`src/rtl/led_blink_scheduler.sv`:
```
// Round-robin owner of the single board LED: each granted requester gets a burst
// of 1..16 on/off blinks, followed by a dark gap before the next owner is chosen.
module led_blink_scheduler #(
  parameter int HALF_PERIOD_CYCLES = 50_000_000
) (
  input  logic        clk,
  input  logic        rst_n,
  input  logic [3:0]  req,
  input  logic [15:0] req_count,
  output logic [3:0]  grant,
  output logic [3:0]  done,
  output logic        ledpin,
  output logic        busy
);

  localparam int TIMER_W = (HALF_PERIOD_CYCLES > 1) ? $clog2(HALF_PERIOD_CYCLES) : 1;
  localparam logic [TIMER_W-1:0] RELOAD = TIMER_W'(HALF_PERIOD_CYCLES - 1);

  typedef enum logic [1:0] {IDLE, ON, OFF, GAP} state_t;

  state_t             state, state_nxt;
  logic [TIMER_W-1:0] timer, timer_nxt;
  logic [4:0]         remaining, remaining_nxt;
  logic [1:0]         ptr, ptr_nxt;
  logic [1:0]         owner, owner_nxt;
  logic [3:0]         grant_nxt, done_nxt;
  logic               ledpin_nxt;
  logic [1:0]         winner;
  logic               abort;

  // First set request at or after the pointer, wrapping modulo 4.
  function automatic logic [1:0] pick(input logic [3:0] r, input logic [1:0] p);
    logic [1:0] idx;
    pick = p;
    for (int i = 3; i >= 0; i--) begin
      idx = p + 2'(i);
      if (r[idx]) pick = idx;
    end
  endfunction

  function automatic logic [4:0] burst_len(input logic [3:0] c);
    return (c == 4'd0) ? 5'd16 : {1'b0, c};
  endfunction

  assign winner = pick(req, ptr);
  assign abort  = !req[owner];
  assign busy   = (state != IDLE);

  always_comb begin
    state_nxt     = state;
    timer_nxt     = timer;
    remaining_nxt = remaining;
    ptr_nxt       = ptr;
    owner_nxt     = owner;
    grant_nxt     = grant;
    done_nxt      = 4'b0000;
    ledpin_nxt    = ledpin;
    unique case (state)
      IDLE: begin
        if (|req) begin
          owner_nxt     = winner;
          grant_nxt     = 4'b0001 << winner;
          remaining_nxt = burst_len(req_count[{winner, 2'b00} +: 4]);
          timer_nxt     = RELOAD;
          ledpin_nxt    = 1'b1;
          ptr_nxt       = winner + 2'd1;
          state_nxt     = ON;
        end
      end
      ON: begin
        // Abort outranks timer expiry in both lit and dark phases.
        if (abort) begin
          ledpin_nxt = 1'b0;
          grant_nxt  = 4'b0000;
          timer_nxt  = RELOAD;
          state_nxt  = GAP;
        end else if (timer == '0) begin
          ledpin_nxt = 1'b0;
          timer_nxt  = RELOAD;
          state_nxt  = OFF;
        end else begin
          timer_nxt = timer - 1'b1;
        end
      end
      OFF: begin
        if (abort) begin
          ledpin_nxt = 1'b0;
          grant_nxt  = 4'b0000;
          timer_nxt  = RELOAD;
          state_nxt  = GAP;
        end else if (timer == '0) begin
          timer_nxt = RELOAD;
          if (remaining == 5'd1) begin
            grant_nxt = 4'b0000;
            done_nxt  = grant;
            state_nxt = GAP;
          end else begin
            remaining_nxt = remaining - 5'd1;
            ledpin_nxt    = 1'b1;
            state_nxt     = ON;
          end
        end else begin
          timer_nxt = timer - 1'b1;
        end
      end
      GAP: begin
        ledpin_nxt = 1'b0;
        grant_nxt  = 4'b0000;
        if (timer == '0) state_nxt = IDLE;
        else             timer_nxt = timer - 1'b1;
      end
      default: state_nxt = IDLE;
    endcase
  end

  always_ff @(posedge clk or negedge rst_n) begin
    if (!rst_n) begin
      state     <= IDLE;
      timer     <= '0;
      remaining <= 5'd0;
      ptr       <= 2'd0;
      owner     <= 2'd0;
      grant     <= 4'b0000;
      done      <= 4'b0000;
      ledpin    <= 1'b0;
    end else begin
      state     <= state_nxt;
      timer     <= timer_nxt;
      remaining <= remaining_nxt;
      ptr       <= ptr_nxt;
      owner     <= owner_nxt;
      grant     <= grant_nxt;
      done      <= done_nxt;
      ledpin    <= ledpin_nxt;
    end
  end

endmodule

```
`config.mk`:
```
export PLATFORM = sky130hd
export DESIGN_NAME = led_blink_scheduler
export DESIGN_NICKNAME = d
export VERILOG_FILES = /design/src/rtl/led_blink_scheduler.sv
export SDC_FILE = /design/constraint.sdc
export NUM_CORES = 1
export LEC_CHECK = 0
export ABC_AREA = 1
export BUFFER_PORTS_ARGS = -buffer_cell sky130_fd_sc_hd__buf_4
export CORE_UTILIZATION = 30
export DETAILED_ROUTE_END_ITERATION = 12
export PLACE_DENSITY = 0.5
export SLEW_MARGIN = 5
export SYNTH_ARGS = -nofsm -noshare
export SYNTH_HDL_FRONTEND = slang
export SYNTH_SLANG_ARGS = --single-unit
```
`constraint.sdc`:
```
create_clock -name clk -period 2.6 [get_ports clk]
set_clock_uncertainty 0.05 [all_clocks]
set_input_delay 0.39 -clock clk [delete_from_list [all_inputs] [get_ports clk]]
set_output_delay 0.39 -clock clk [all_outputs]
set_load 0.05 [all_outputs]
```
==> flow_metrics.py <==
metrics = {
    "status": {
        "status": "finished, final reports clean",
    },
    "critical_path": {
        "worst_r2r_startpoint": "ptr[0]$_DFFE_PN0P_",
        "required_ps": 2770,
        "crit_arrival_ps": 2390,
        "r2r-end": "remaining[1]$_DFFE_PN0P_",
        "critPathCaptureType": "flip-flop",
        "reg2reg_depth": 14,
        "r2r_setup_slack_ps": 380,
        "path_max_fanout": 10,
        "critPathKind": "reg -> reg",
        "startpoint_type": "flip-flop",
    },
    "logic_synthesis": {
        "synth_largest_area_cell": "dfrtp_1",
        "syn_nets": 476,
        "synth_area_per_cell_um2": 7.482,
        "synthDistinctLibCells": 43,
        "yosysWarnings": 0,
        "ys_async_sr_fraction": 1.000,
        "synth_area_um2": 3307,
        "synthTopCellsByArea": "dfrtp_1, nand2_1, inv_1, nand3_1, nor2_1",
        "ys_seq_area_frac": 0.3481,
        "netlist_instances": 442,
        "ys.flop_type": "dfrtp_1",
        "synth.top_cell.area_share": 0.3481,
        "synth_edf_count": 0,
        "synth.ff_latch_count": 46,
    },
    "clocking": {
        "h-tree-depth": 2,
        "cts_tree": "built",
        "clk_latency_ps": 300,
        "cts_hold_buf": 0,
        "postCtsResizedCells": 0,
        "post_cts_buffers": 0,
        "cts.clk_slew.worst_paths_ps": 90,
        "cts.sinks": 46,
        "cts-buffers-inserted": 5,
        "clockRootBuffer": "clkbuf_8",
        "cts.path.max_buffers": 2,
    },
    "sta": {
        "slew_viol_final": 0,
        "min_period_over_period": 0.8532,
        "fin_tns_setup_ps": 0,
        "relSlewSlack": 0.5965,
        "min_period_ps": 2218,
        "hold_viol_final": 0,
        "worst_slew_pin_slew_ps": 605.2,
        "max_freq_mhz": 450.8,
        "setup_viol": 0,
        "grt_setup_unrepaired": "false",
    },
    "global_route": {
        "first_global_vias": 2821,
        "grt_start_max_net_pins": 47,
        "antenna_found_initial": 0,
        "grt_pass1_wl_mm": 12.99,
        "gr-total-overflow": 0,
        "track_usage": 0.1433,
    },
    "final_layout": {
        "final_cells": 613,
        "drive_gt1_frac": 0.2096,
        "utilization": 0.3590,
        "multi_input_area_um2": 1814,
        "nets": 511,
        "regArea_um2": 1151,
        "fillers": 1097,
        "syn_to_final_growth_pct": 14.07,
        "diodes": 0,
    },
    "power": {
        "swShare": 0.5267,
        "intPower_mw": 2.182,
        "irDropWorstVdd_mv": 0.4516,
        "p_comb_frac": 0.647,
        "leakage_nw": 1.799,
        "p_per_area_nw_per_um2": 1222,
        "power_switching_mw": 2.428,
        "p_seq_frac": 0.261,
        "p_total_mw": 4.610,
        "power_frac_clock": 0.092,
    },
    "routing": {
        "finalWirelength_mm": 7.696,
        "ant_nets": 0,
        "dr_total_vias": 2847,
        "route.detailed.drc": 0,
        "drtIter0Drc": 133,
        "wire_per_inst_um": 12.55,
        "via_per_inst": 4.644,
        "drt-pass1-iter-count": 4,
    },
    "placement": {
        "placedCellCount": 606,
        "place.detailed.hpwl_mm": 5.920,
        "routabilityCongestion": 0.8444,
        "port_buffers": 31,
    },
    "floorplan": {
        "rows": 37,
        "die-area_um2": 11450,
        "ioPinCount": 32,
        "fp.dieW_um": 107.0,
        "initial_core_util": 0.3147,
        "core_area_um2": 10510,
        "die_h_um": 107.0,
    },
    "min_path": {
        "hold_path.class": "in -> async",
    },
    "flow_run": {
        "cap_violations": 0,
    },
}
[synthesized netlist by cell type, types with 2 or more instances]
cell type  instances
nor4_1             2
nand3_1           41
inv_1             64
nand3_2            5
ha_1              12
buf_6              2
xnor2_1            3
a22oi_2            8
o211ai_1           3
nand2_2            6
inv_2             11
o21bai_1           2
nor2_1            44
nor3_2             2
a21oi_2            3
dfrtp_1           46
clkbuf_1           2
nor3_1            11
nand2_4            7
o21ai_0           27
o21ai_2            2
o21ai_1            3
a31oi_1            3
nor2_2             5
xor2_1            13
nand2_1           78
a21oi_1           20
nand4_1            2
[flip-flops by register name (all words and copies together) (netlist names)]
signal and flops:
grant 4, owner 2, ptr 2, done 4
remaining 5, ledpin 1, timer 26, state 2
[per-layer routing]
| layer | GRT usage | vias up | wire (um) |
|---|---|---|---|
| met5 | 0 | - | 0 |
| met4 | 0.05675 | 0 | 115 |
| met3 | 0.02553 | 8 | 164 |
| met2 | 0.2323 | 48 | 3546 |
| met1 | 0.1885 | 1296 | 3869 |
| li1 | - | 1495 | - |
[final cells by class]
type,instances,area share
flip-flops and latches,46,0.3051
multi-input cells,312,0.4809
repair buffers,34,0.06766
well taps,136,0.04511
clock buffers,5,0.01824
clock inverters,2,0.002653
inverters,78,0.08027
[power by group through the flow]
stage                     Clock [mW]  Sequential, mW  Combinational (mW)
after floorplan                    0            1.22                2.29
after global placement             0            1.22                2.99
after detailed placement           0            1.21                2.99
after CTS                      0.445            1.20                3.02
after global routing           0.478            1.24                3.40
final                          0.423            1.20                2.98
[through the flow]
step           area, um^2  setup slack (ps)  hold slack (ps)
3_3_place_gp         3694             361.1            401.8
2_1_floorplan        3307             624.4            44.41
4_1_cts              3772             347.9            70.50
3_5_place_dp         3694             394.3            398.9
6_report             3772             381.7            48.24
5_1_grt              3772             57.41            78.95
[cells in the final DEF (no fill, tap or decap), types with 2 or more instances in the layout]
| cell | count |
|---|---|
| nor2_1 | 44 |
| inv_2 | 11 |
| nand2_4 | 7 |
| nand2_2 | 6 |
| a21oi_2 | 3 |
| clkbuf_8 | 5 |
| a22oi_2 | 8 |
| nand3_2 | 5 |
| a31oi_1 | 3 |
| buf_4 | 34 |
| o21ai_1 | 3 |
| o21ai_2 | 2 |
| nand2_1 | 78 |
| nor3_2 | 2 |
| a21oi_1 | 20 |
| ha_1 | 12 |
| nor3_1 | 11 |
| nor2_2 | 5 |
| o21bai_1 | 2 |
| dfrtp_1 | 46 |
| nand3_1 | 41 |
| xor2_1 | 13 |
| o211ai_1 | 3 |
| clkinv_2 | 2 |
| nand4_1 | 2 |
| xnor2_1 | 3 |
| inv_1 | 64 |
| nor4_1 | 2 |
| o21ai_0 | 27 |
[how the worst max path moves through the flow]
| stage | startpoint | endpoint | cells past startpoint |
|---|---|---|---|
| 3_5_place_dp | ptr[0]$_DFFE_PN0P_ | ptr[1]$_DFFE_PN0P_ | 11 |
| 3_3_place_gp | ptr[0]$_DFFE_PN0P_ | ptr[1]$_DFFE_PN0P_ | 11 |
| 2_1_floorplan | state[0]$_DFFE_PN0P_ | timer[17]$_DFFE_PN0P_ | 10 |
| 5_1_grt | ptr[0]$_DFFE_PN0P_ | remaining[1]$_DFFE_PN0P_ | 14 |
| 4_1_cts | ptr[0]$_DFFE_PN0P_ | ptr[1]$_DFFE_PN0P_ | 11 |
| 6_report | ptr[0]$_DFFE_PN0P_ | remaining[1]$_DFFE_PN0P_ | 14 |
[kinds of logic (layout without fill, tap and decap cells)]
logic type | Yosys count | after routing | share of synthesized area
fa+ha+maj | 12 | 12 | 0.04540
flops | 46 | 46 | 0.3481
simple gates | 209 | 209 | 0.3110
compound gates | 75 | 75 | 0.1498
xor+xnor | 16 | 16 | 0.04238
buf+inv | 84 | 119 | 0.1033
[worst max-delay path, cell delays in order (launching register included)]
cell     delay (ps)
dfrtp_1         710
nand2_1         130
o21ai_2         110
nand2_1          70
nand2_1          90
nor2_1           50
nand2_1          70
nand3_2         170
inv_1           240
nand3_1         100
nand2_1          90
nand2_1          50
o21ai_1          80
nand2_1          60
o21ai_1          70
(Power assumes the default switching activity.)
